[config.mk]
export PLATFORM = sky130hd
export DESIGN_NAME = sw_debounce
export DESIGN_NICKNAME = d
export VERILOG_FILES = /design/src/rtl/sw_debounce.sv
export SDC_FILE = /design/constraint.sdc
export NUM_CORES = 1
export LEC_CHECK = 0
export ABC_AREA = 1
export CORE_MARGIN = 5
export CORE_UTILIZATION = 45
export DETAILED_ROUTE_END_ITERATION = 12
export GPL_ROUTABILITY_DRIVEN = 0
export GPL_TIMING_DRIVEN = 0
export HOLD_SLACK_MARGIN = 0.02
export PLACE_DENSITY = 0.6
export SLEW_MARGIN = 20
export SYNTH_ARGS = -nofsm -noshare
export SYNTH_HDL_FRONTEND = slang
export SYNTH_SLANG_ARGS = --single-unit
export TNS_END_PERCENT = 10
[constraint.sdc]
create_clock -name clk -period 1.6 [get_ports clk]
set_input_delay 0.16 -clock clk [delete_from_list [all_inputs] [get_ports clk]]
set_output_delay 0.16 -clock clk [all_outputs]
set_load 0.01 [all_outputs]
[src/rtl/sw_debounce.sv]
// 16-bit switch synchroniser and debouncer with optional sticky change flags.
// Define SW_CHG_IRQ_EN to build sw_chg/sw_irq; otherwise both are tied to 0.
module sw_debounce #(
    parameter int DB_CYCLES = 20000,
    parameter int CNT_W     = 16
) (
    input  logic        clk,
    input  logic        reset,
    input  logic [15:0] sw,
    input  logic        switch_cs,
    output logic [15:0] sw_out,
    output logic [15:0] sw_chg,
    output logic        sw_irq
);
    localparam logic [CNT_W-1:0] CNT_LAST = CNT_W'(DB_CYCLES - 1);

    logic [15:0] s1_q;
    logic [15:0] s2_q;
    logic [15:0] deb_val;
    logic [15:0] toggle;

    always_ff @(posedge clk) begin
        if (!reset) begin
            s1_q <= '0;
            s2_q <= '0;
        end else begin
            s1_q <= sw;
            s2_q <= s1_q;
        end
    end

    genvar gi;
    generate
        for (gi = 0; gi < 16; gi++) begin : g_bit
            logic [CNT_W-1:0] cnt_q;
            logic [CNT_W-1:0] cnt_d;
            logic             out_q;
            logic             out_d;
            logic             differ;
            logic             at_last;

            assign differ  = s2_q[gi] ^ out_q;
            assign at_last = (cnt_q == CNT_LAST);

            // Any agreeing edge discards the partial count.
            always_comb begin
                cnt_d = '0;
                out_d = out_q;
                if (differ) begin
                    if (at_last) begin
                        out_d = s2_q[gi];
                    end else begin
                        cnt_d = cnt_q + 1'b1;
                    end
                end
            end

            always_ff @(posedge clk) begin
                if (!reset) begin
                    cnt_q <= '0;
                    out_q <= 1'b0;
                end else begin
                    cnt_q <= cnt_d;
                    out_q <= out_d;
                end
            end

            assign deb_val[gi] = out_q;
            assign toggle[gi]  = differ & at_last;
        end
    endgenerate

    assign sw_out = deb_val;

`ifdef SW_CHG_IRQ_EN
    logic [15:0] chg_q;
    logic [15:0] chg_d;
    logic        irq_q;

    // A toggle on the clearing edge survives the read.
    always_comb begin
        chg_d = (switch_cs ? 16'h0000 : chg_q) | toggle;
    end

    always_ff @(posedge clk) begin
        if (!reset) begin
            chg_q <= '0;
            irq_q <= 1'b0;
        end else begin
            chg_q <= chg_d;
            irq_q <= |chg_d;
        end
    end

    assign sw_chg = chg_q;
    assign sw_irq = irq_q;
`else
    logic [16:0] unused_sigs;
    assign unused_sigs = {switch_cs, toggle};
    assign sw_chg      = '0;
    assign sw_irq      = 1'b0;
`endif

endmodule

==> results.py, run 1 <==
metrics = {
    "status": {
        "status": "finished clean",
    },
    "sta": {
        "setup_viol": 0,
        "grt_setup_unrepaired": "true",
        "setup_tns_ns": 0,
        "max-slew-margin-rel_pct": 41.3,
        "max_clock_freq_mhz": 644,
        "hold_viol_final": 0,
        "tightestPinTransition_ns": 0.881,
        "whs_ns": 0.169,
        "period_share_pct": 97.0,
        "finalWorstSetupSlack_ns": 0.0479,
        "final.setup_skew_ns": 0.0126,
        "drv_slew": 0,
        "period_needed_ns": 1.55,
    },
    "global_route": {
        "grt_use_met1_pct": 20.9,
        "first_global_vias": 11444,
        "grt_start_max_net_pins": 14,
        "gr-usage-met2_pct": 26.7,
        "grt.busiest_layer": "met2",
        "antenna_found_initial": 0,
        "overflow": 0,
        "grt_pass1_wl_microns": 50200,
        "use_met3_pct": 2.90,
        "track_usage_pct": 15.9,
    },
    "cts": {
        "clkLatencyLatePin_ns": 0.52,
        "cts_made_buffers": 37,
        "root_buffer": "clkbuf_16",
        "cts_max_level": 2,
        "cts_max_path_buffers": 3,
        "clock-sinks": 304,
        "cts_tree": "yes",
        "clk_pin_slew_ns": 0.05,
    },
    "drt": {
        "wirelength_microns": 28900,
        "drt-wirelength-per-cell_microns": 10.9,
        "postRouteAntennaNets": 0,
        "vias": 12468,
        "drc": 0,
        "avgViaCountPerCell": 4.69,
        "drtPass1Iterations": 5,
        "drtIter0Drc": 475,
    },
    "critical_path": {
        "cp.required_ns": 2.05,
        "worstPathMaxFanout": 10,
        "reg2reg_slack_ns": 0.13,
        "critPathLaunchType": "primary input",
        "reg2reg_depth": 7,
        "rr_startpoint": "g_bit[11].cnt_q[0]",
        "slowest_stage": "clkdlybuf4s50_1",
        "critPathMaxStageDelay_ns": 0.56,
        "arrival_ns": 2.01,
        "critical_path.top_delay_family": "buffers and inverters",
        "crit_path_end_kind": "flop",
        "path_cells": "clkdlybuf4s50_1 > clkbuf_1 > buf_2 > nand2_1 > inv_1",
        "worstSetupStartpoint": "reset",
        "cp_num_buf_inv": 4,
        "worst-path-stages": 5,
        "worstSetupPathType": "in -> reg",
    },
    "place": {
        "place_inst": 2587,
        "place_hpwl_microns": 20700,
        "portBuffers": 33,
        "placed_cell_area_sq_um": 15400,
        "place_ws_ns": -0.507,
    },
    "synth": {
        "synth.distinct_cells": 30,
        "ys_ff_latch": 304,
        "syn_area_sq_um": 14600,
        "synth_warnings": 0,
        "syn_area_per_cell_sq_um": 6.81,
        "yosysSeqAreaShare_pct": 41.8,
        "synthCells": 2136,
    },
    "cells_and_area": {
        "layout-drive-gt1-share_pct": 10.3,
        "fin_nets": 2263,
        "final_common_cell": "nand2_1",
        "instances_no_fill": 2656,
        "synthToLayoutAreaGrowth_pct": 16.0,
        "final_area_sq_um": 16900,
        "layout_common_cells": "511 x nand2_1, 444 x nor2_1, 284 x dfxtp_1, 261 x inv_1, 140 x nand3_1",
        "final_util_pct": 53.2,
        "antenna_cells": 0,
    },
    "pwr": {
        "ir_worst_vdd_uv": 622,
        "power_mw": 16.1,
        "power_leakage_nw": 6.18,
        "powerDensity_nw_per_um2": 953,
    },
    "floorplan": {
        "die-area_sq_um": 36000,
        "fp.dieW_microns": 190,
        "row_count": 65,
        "initial_core_util_pct": 45.9,
        "ios": 52,
        "die_y_microns": 190,
        "coreArea_sq_um": 31700,
    },
    "worst_hold_path": {
        "min_from": "sw[15]",
        "min_path_type": "in -> reg",
        "min_path_cells": 3,
    },
    "job": {
        "drv_cap": 0,
    },
}
## Yosys cell counts (all sizes together)
library cell | count | area, sq um
nand2 | 530 | 2030
nor2 | 478 | 1860
dfxtp | 304 | 6090
inv | 265 | 995
nand3 | 148 | 746
a21oi | 108 | 552
nand4 | 60 | 375
buf | 52 | 394
xnor2 | 50 | 438
xor2 | 47 | 412
or2 | 19 | 119
ha | 16 | 200
o21ai | 16 | 80.1
nor3 | 14 | 70.1
nand3b | 10 | 75.1
o21bai | 9 | 67.6
a21o | 4 | 30.0
clkbuf | 3 | 11.3
a31oi | 2 | 12.5
conb | 1 | 3.75
## kinds of logic (layout without fill, tap and decap cells)
kind of cell               count (synthesis)  count (layout)  synth area share, %
xor gates and xnor gates                  97              97                 5.84
DFF                                      304             304                 41.8
adders and majority gates                 16              16                 1.38
AOI/OAI and AO/OA                        139             139                 5.10
buffers and inverters                    320             422                 9.62
and+or+nand+nor                         1259            1259                 36.2
other                                      1              17               0.0258
## area by class of cell
cell class / instances / area, sq um
fill: 3129 / 14800
multi-input combinational: 1528 / 7290
sequential: 304 / 6110
clock buffer: 54 / 1100
inverter: 265 / 995
tap: 402 / 503
buffer: 55 / 454
timing repair buffer: 37 / 335
clock inverter: 11 / 95.1
## tightest hold or removal path, cell delays in order
cell and delay, ns:
clkdlybuf4s50_1 0.39, nand2_1 0.06, inv_1 0.03
## final timing paths
| kind | endpoint |
|---|---|
| max | s2_q[3] |
| min | s1_q[15] |
| max reg2reg | g_bit[11].cnt_q[3] |
| min reg2reg | s2_q[5] |
## flip-flops by register name, summed over array words and instances (netlist names)
signal	count
s1_q	16
s2_q	16
g_bit.out_q	16
g_bit.cnt_q	256
## layer usage
layer / vias to the layer above / share of wire (%)
met5: - / 0
met4: 0 / 2.2
met3: 53 / 3.1
met2: 117 / 45
met1: 5507 / 50
li1: 6791 / -
## repair_timing
item	4_1_cts	5_1_grt
setup buffers	0	4
endpoints found under the setup margin	95	166
gates resized for setup	41	53
pin swaps	0	7
hold buffers	0	0
## power by group
group	switching, mW	internal, mW	leakage (nW)
logic	0.182	0.137	3.13
clock network	3.18	4.94	0.583
registers	0.0268	7.62	2.47
total	3.39	12.7	6.18
(Power assumes the default switching activity.)
==> run 2, diff against run 1 <==
--- a/config.mk
+++ b/config.mk
@@ -6,6 +6,7 @@
 export NUM_CORES = 1
 export LEC_CHECK = 0
 export ABC_AREA = 1
+export CAP_MARGIN = 25
 export CORE_MARGIN = 5
 export CORE_UTILIZATION = 45
 export DETAILED_ROUTE_END_ITERATION = 12
==> results of run 2 <==
Final layout, timing and power as in run 1 (identical DEF).
==> run 3, diff against run 2 <==
--- a/config.mk
+++ b/config.mk
@@ -7,13 +7,16 @@
 export LEC_CHECK = 0
 export ABC_AREA = 1
 export CAP_MARGIN = 25
+export CELL_PAD_IN_SITES_DETAIL_PLACEMENT = 1
+export CELL_PAD_IN_SITES_GLOBAL_PLACEMENT = 1
 export CORE_MARGIN = 5
 export CORE_UTILIZATION = 45
+export CTS_CLUSTER_DIAMETER = 100
 export DETAILED_ROUTE_END_ITERATION = 12
 export GPL_ROUTABILITY_DRIVEN = 0
 export GPL_TIMING_DRIVEN = 0
 export HOLD_SLACK_MARGIN = 0.02
-export PLACE_DENSITY = 0.6
+export PLACE_DENSITY = 0.79
 export SLEW_MARGIN = 20
 export SYNTH_ARGS = -nofsm -noshare
 export SYNTH_HDL_FRONTEND = slang
==> run 3 against run 2 <==
Effect of this change:
- the flow now finishes with violations (setup timing)
- final cell count did not move
- clock skew rose by 0.0011 ns
- critical path depth unchanged
- die area unchanged
- routed wire length grew 26%
- total power about the same
- sequential cell count is the same
- clock power about the same
- design area is 0.63% higher
- global-route usage grew 4.1 points
- largest power group unchanged
==> results.py, run 3 (synthesis results as in run 1) <==
metrics = {
    "cts": {
        "root_buffer": "clkbuf_16",
        "cts-hold-fix-buffers": 0,
        "cts_made_buffers": 37,
        "clkLatencyLatePin_ns": 0.52,
        "cts_max_path_buffers": 3,
        "clk_pin_slew_ns": 0.05,
        "clock-sinks": 304,
        "cts_max_level": 2,
        "cts_tree": "yes",
    },
    "job": {
        "drv_cap": 0,
    },
    "place": {
        "place_ws_ns": -0.527,
        "place_hpwl_microns": 26200,
        "placed_cell_area_sq_um": 15400,
        "portBuffers": 33,
    },
    "sta": {
        "hold_viol_final": 0,
        "whs_ns": 0.175,
        "setup_tns_ns": -0.0131,
        "max_clock_freq_mhz": 620,
        "drv_slew": 0,
        "period_needed_ns": 1.61,
        "max-slew-margin-rel_pct": 42.5,
        "setup_viol": 1,
        "period_share_pct": 101,
        "tightestPinTransition_ns": 0.862,
        "grt_setup_unrepaired": "true",
        "final.setup_skew_ns": 0.0137,
        "finalWorstSetupSlack_ns": -0.0131,
    },
    "global_route": {
        "grt_start_max_net_pins": 13,
        "antenna_found_initial": 0,
        "grt_pass1_wl_microns": 62300,
        "first_global_vias": 13792,
        "track_usage_pct": 20.1,
        "overflow": 0,
    },
    "critical_path": {
        "arrival_ns": 2.07,
        "rr_startpoint": "g_bit[14].cnt_q[0]",
        "reg2reg_slack_ns": 0.09,
        "worstSetupPathType": "in -> reg",
        "cp.required_ns": 2.06,
        "critPathLaunchType": "primary input",
        "reg2reg_depth": 7,
        "r2r_end": "g_bit[14].cnt_q[9]",
        "worstSetupStartpoint": "reset",
        "crit_path_end_kind": "flop",
        "worstPathMaxFanout": 10,
        "cp-endpoint": "s2_q[4]",
    },
    "cells_and_area": {
        "top_register": "g_bit.cnt_q",
        "multi_input_area_sq_um": 7400,
        "fin_nets": 2263,
        "synthToLayoutAreaGrowth_pct": 16.8,
        "largest_reg_flops": 256,
        "antenna_cells": 0,
        "final_area_sq_um": 17000,
        "seqCellArea_sq_um": 6120,
        "final_util_pct": 53.6,
        "layout-drive-gt1-share_pct": 10.9,
        "nFillCells": 4123,
        "final_common_cell": "nand2_1",
        "layout_common_cells": "508 x nand2_1, 440 x nor2_1, 279 x dfxtp_1, 260 x inv_1, 139 x nand3_1",
    },
    "pwr": {
        "ir_worst_vdd_uv": 821,
        "powerDensity_nw_per_um2": 947,
        "pwr-share-seq_pct": 47.5,
        "combinationalPowerShare_pct": 2.1,
        "p_int_mw": 12.7,
        "swShare_pct": 21.2,
        "power_leakage_nw": 6.18,
        "p_sw_mw": 3.41,
        "clkPwrFrac_pct": 50.4,
    },
    "drt": {
        "drtPass1Iterations": 4,
        "postRouteAntennaNets": 0,
        "avgViaCountPerCell": 4.99,
        "drt-wirelength-per-cell_microns": 13.7,
        "drc": 0,
        "drtIter0Drc": 357,
        "vias": 13265,
        "wirelength_microns": 36300,
    },
    "status": {
        "violations": "setup timing",
        "status": "complete, but fails checks",
    },
    "floorplan": {
        "coreArea_sq_um": 31700,
        "fp.dieW_microns": 190,
        "die-area_sq_um": 36000,
        "ios": 52,
        "row_count": 65,
        "die_y_microns": 190,
        "initial_core_util_pct": 45.9,
    },
    "worst_hold_path": {
        "min_path_type": "in -> reg",
    },
}
[run 3: cell types whose count changed in the layout (fill, tap and decap cells not counted), sizes merged]
cell          before  now
clkbuf            57   62
dlygate4sd2        8   12
buf               63   60
clkinvlp           3    0
bufinv             1    0
clkinv             6    5
dlymetal6s2s       1    0
[run 3: metal layers]
layer / GRT usage, % / routed length, microns
met4: 5.54 / 774
met1: 24.3 / 16400
met2: 37.2 / 18300
met5: 0 / 0
met3: 2.62 / 750
[run 3: power groups by stage]
stage / clock network [mW] / registers (mW) / logic (mW)
after floorplan: 0 / 7.81 / 0.195
after global placement: 0 / 7.81 / 0.309
after detailed placement: 0 / 7.81 / 0.317
after CTS: 8.35 / 7.65 / 0.325
after global routing: 8.70 / 7.65 / 0.369
final: 8.11 / 7.65 / 0.331
[run 3: worst max-delay path, cell delays in order]
cell             delay (ns)
clkdlybuf4s50_1        0.60
clkbuf_1               0.57
buf_2                  0.47
nand2_1                0.16
inv_1                  0.10
[run 3: timing repair]
action / CTS / global route
setup endpoints to repair: 138 / 173
setup buffers: 0 / 4
hold endpoints to repair: 0 / 0
resized for setup: 59 / 68
pin swaps: 2 / 5
[run 3: worst min path at each step]
stage                         from  cells after the start       end  slack, ns
after floorplan              sw[0]                      2   s1_q[0]       0.26
after global placement    s1_q[14]                      2  s2_q[14]       0.39
after detailed placement  s1_q[13]                      2  s2_q[13]       0.40
after CTS                   sw[12]                      3  s1_q[12]       0.16
after global routing        sw[12]                      3  s1_q[12]       0.18
final                       sw[12]                      3  s1_q[12]       0.17
[run 3: layout make-up]
type,count,share of cell area [%]
buffer,55,2.65
clock buffer,59,6.77
clock inverter,6,0.221
inverter,265,5.85
multi-input combinational,1528,43.5
sequential,304,36.0
tap,402,2.96
timing repair buffer,37,1.97
[run 3: metrics by stage]
| step | power (mW) | cells |
|---|---|---|
| CTS | 16.3 | 2652 |
| floorplan | 8.00 | 2152 |
| finish | 16.1 | 2656 |
| global placement | 8.12 | 2587 |
| global route | 16.7 | 2656 |
| detailed placement | 8.13 | 2587 |
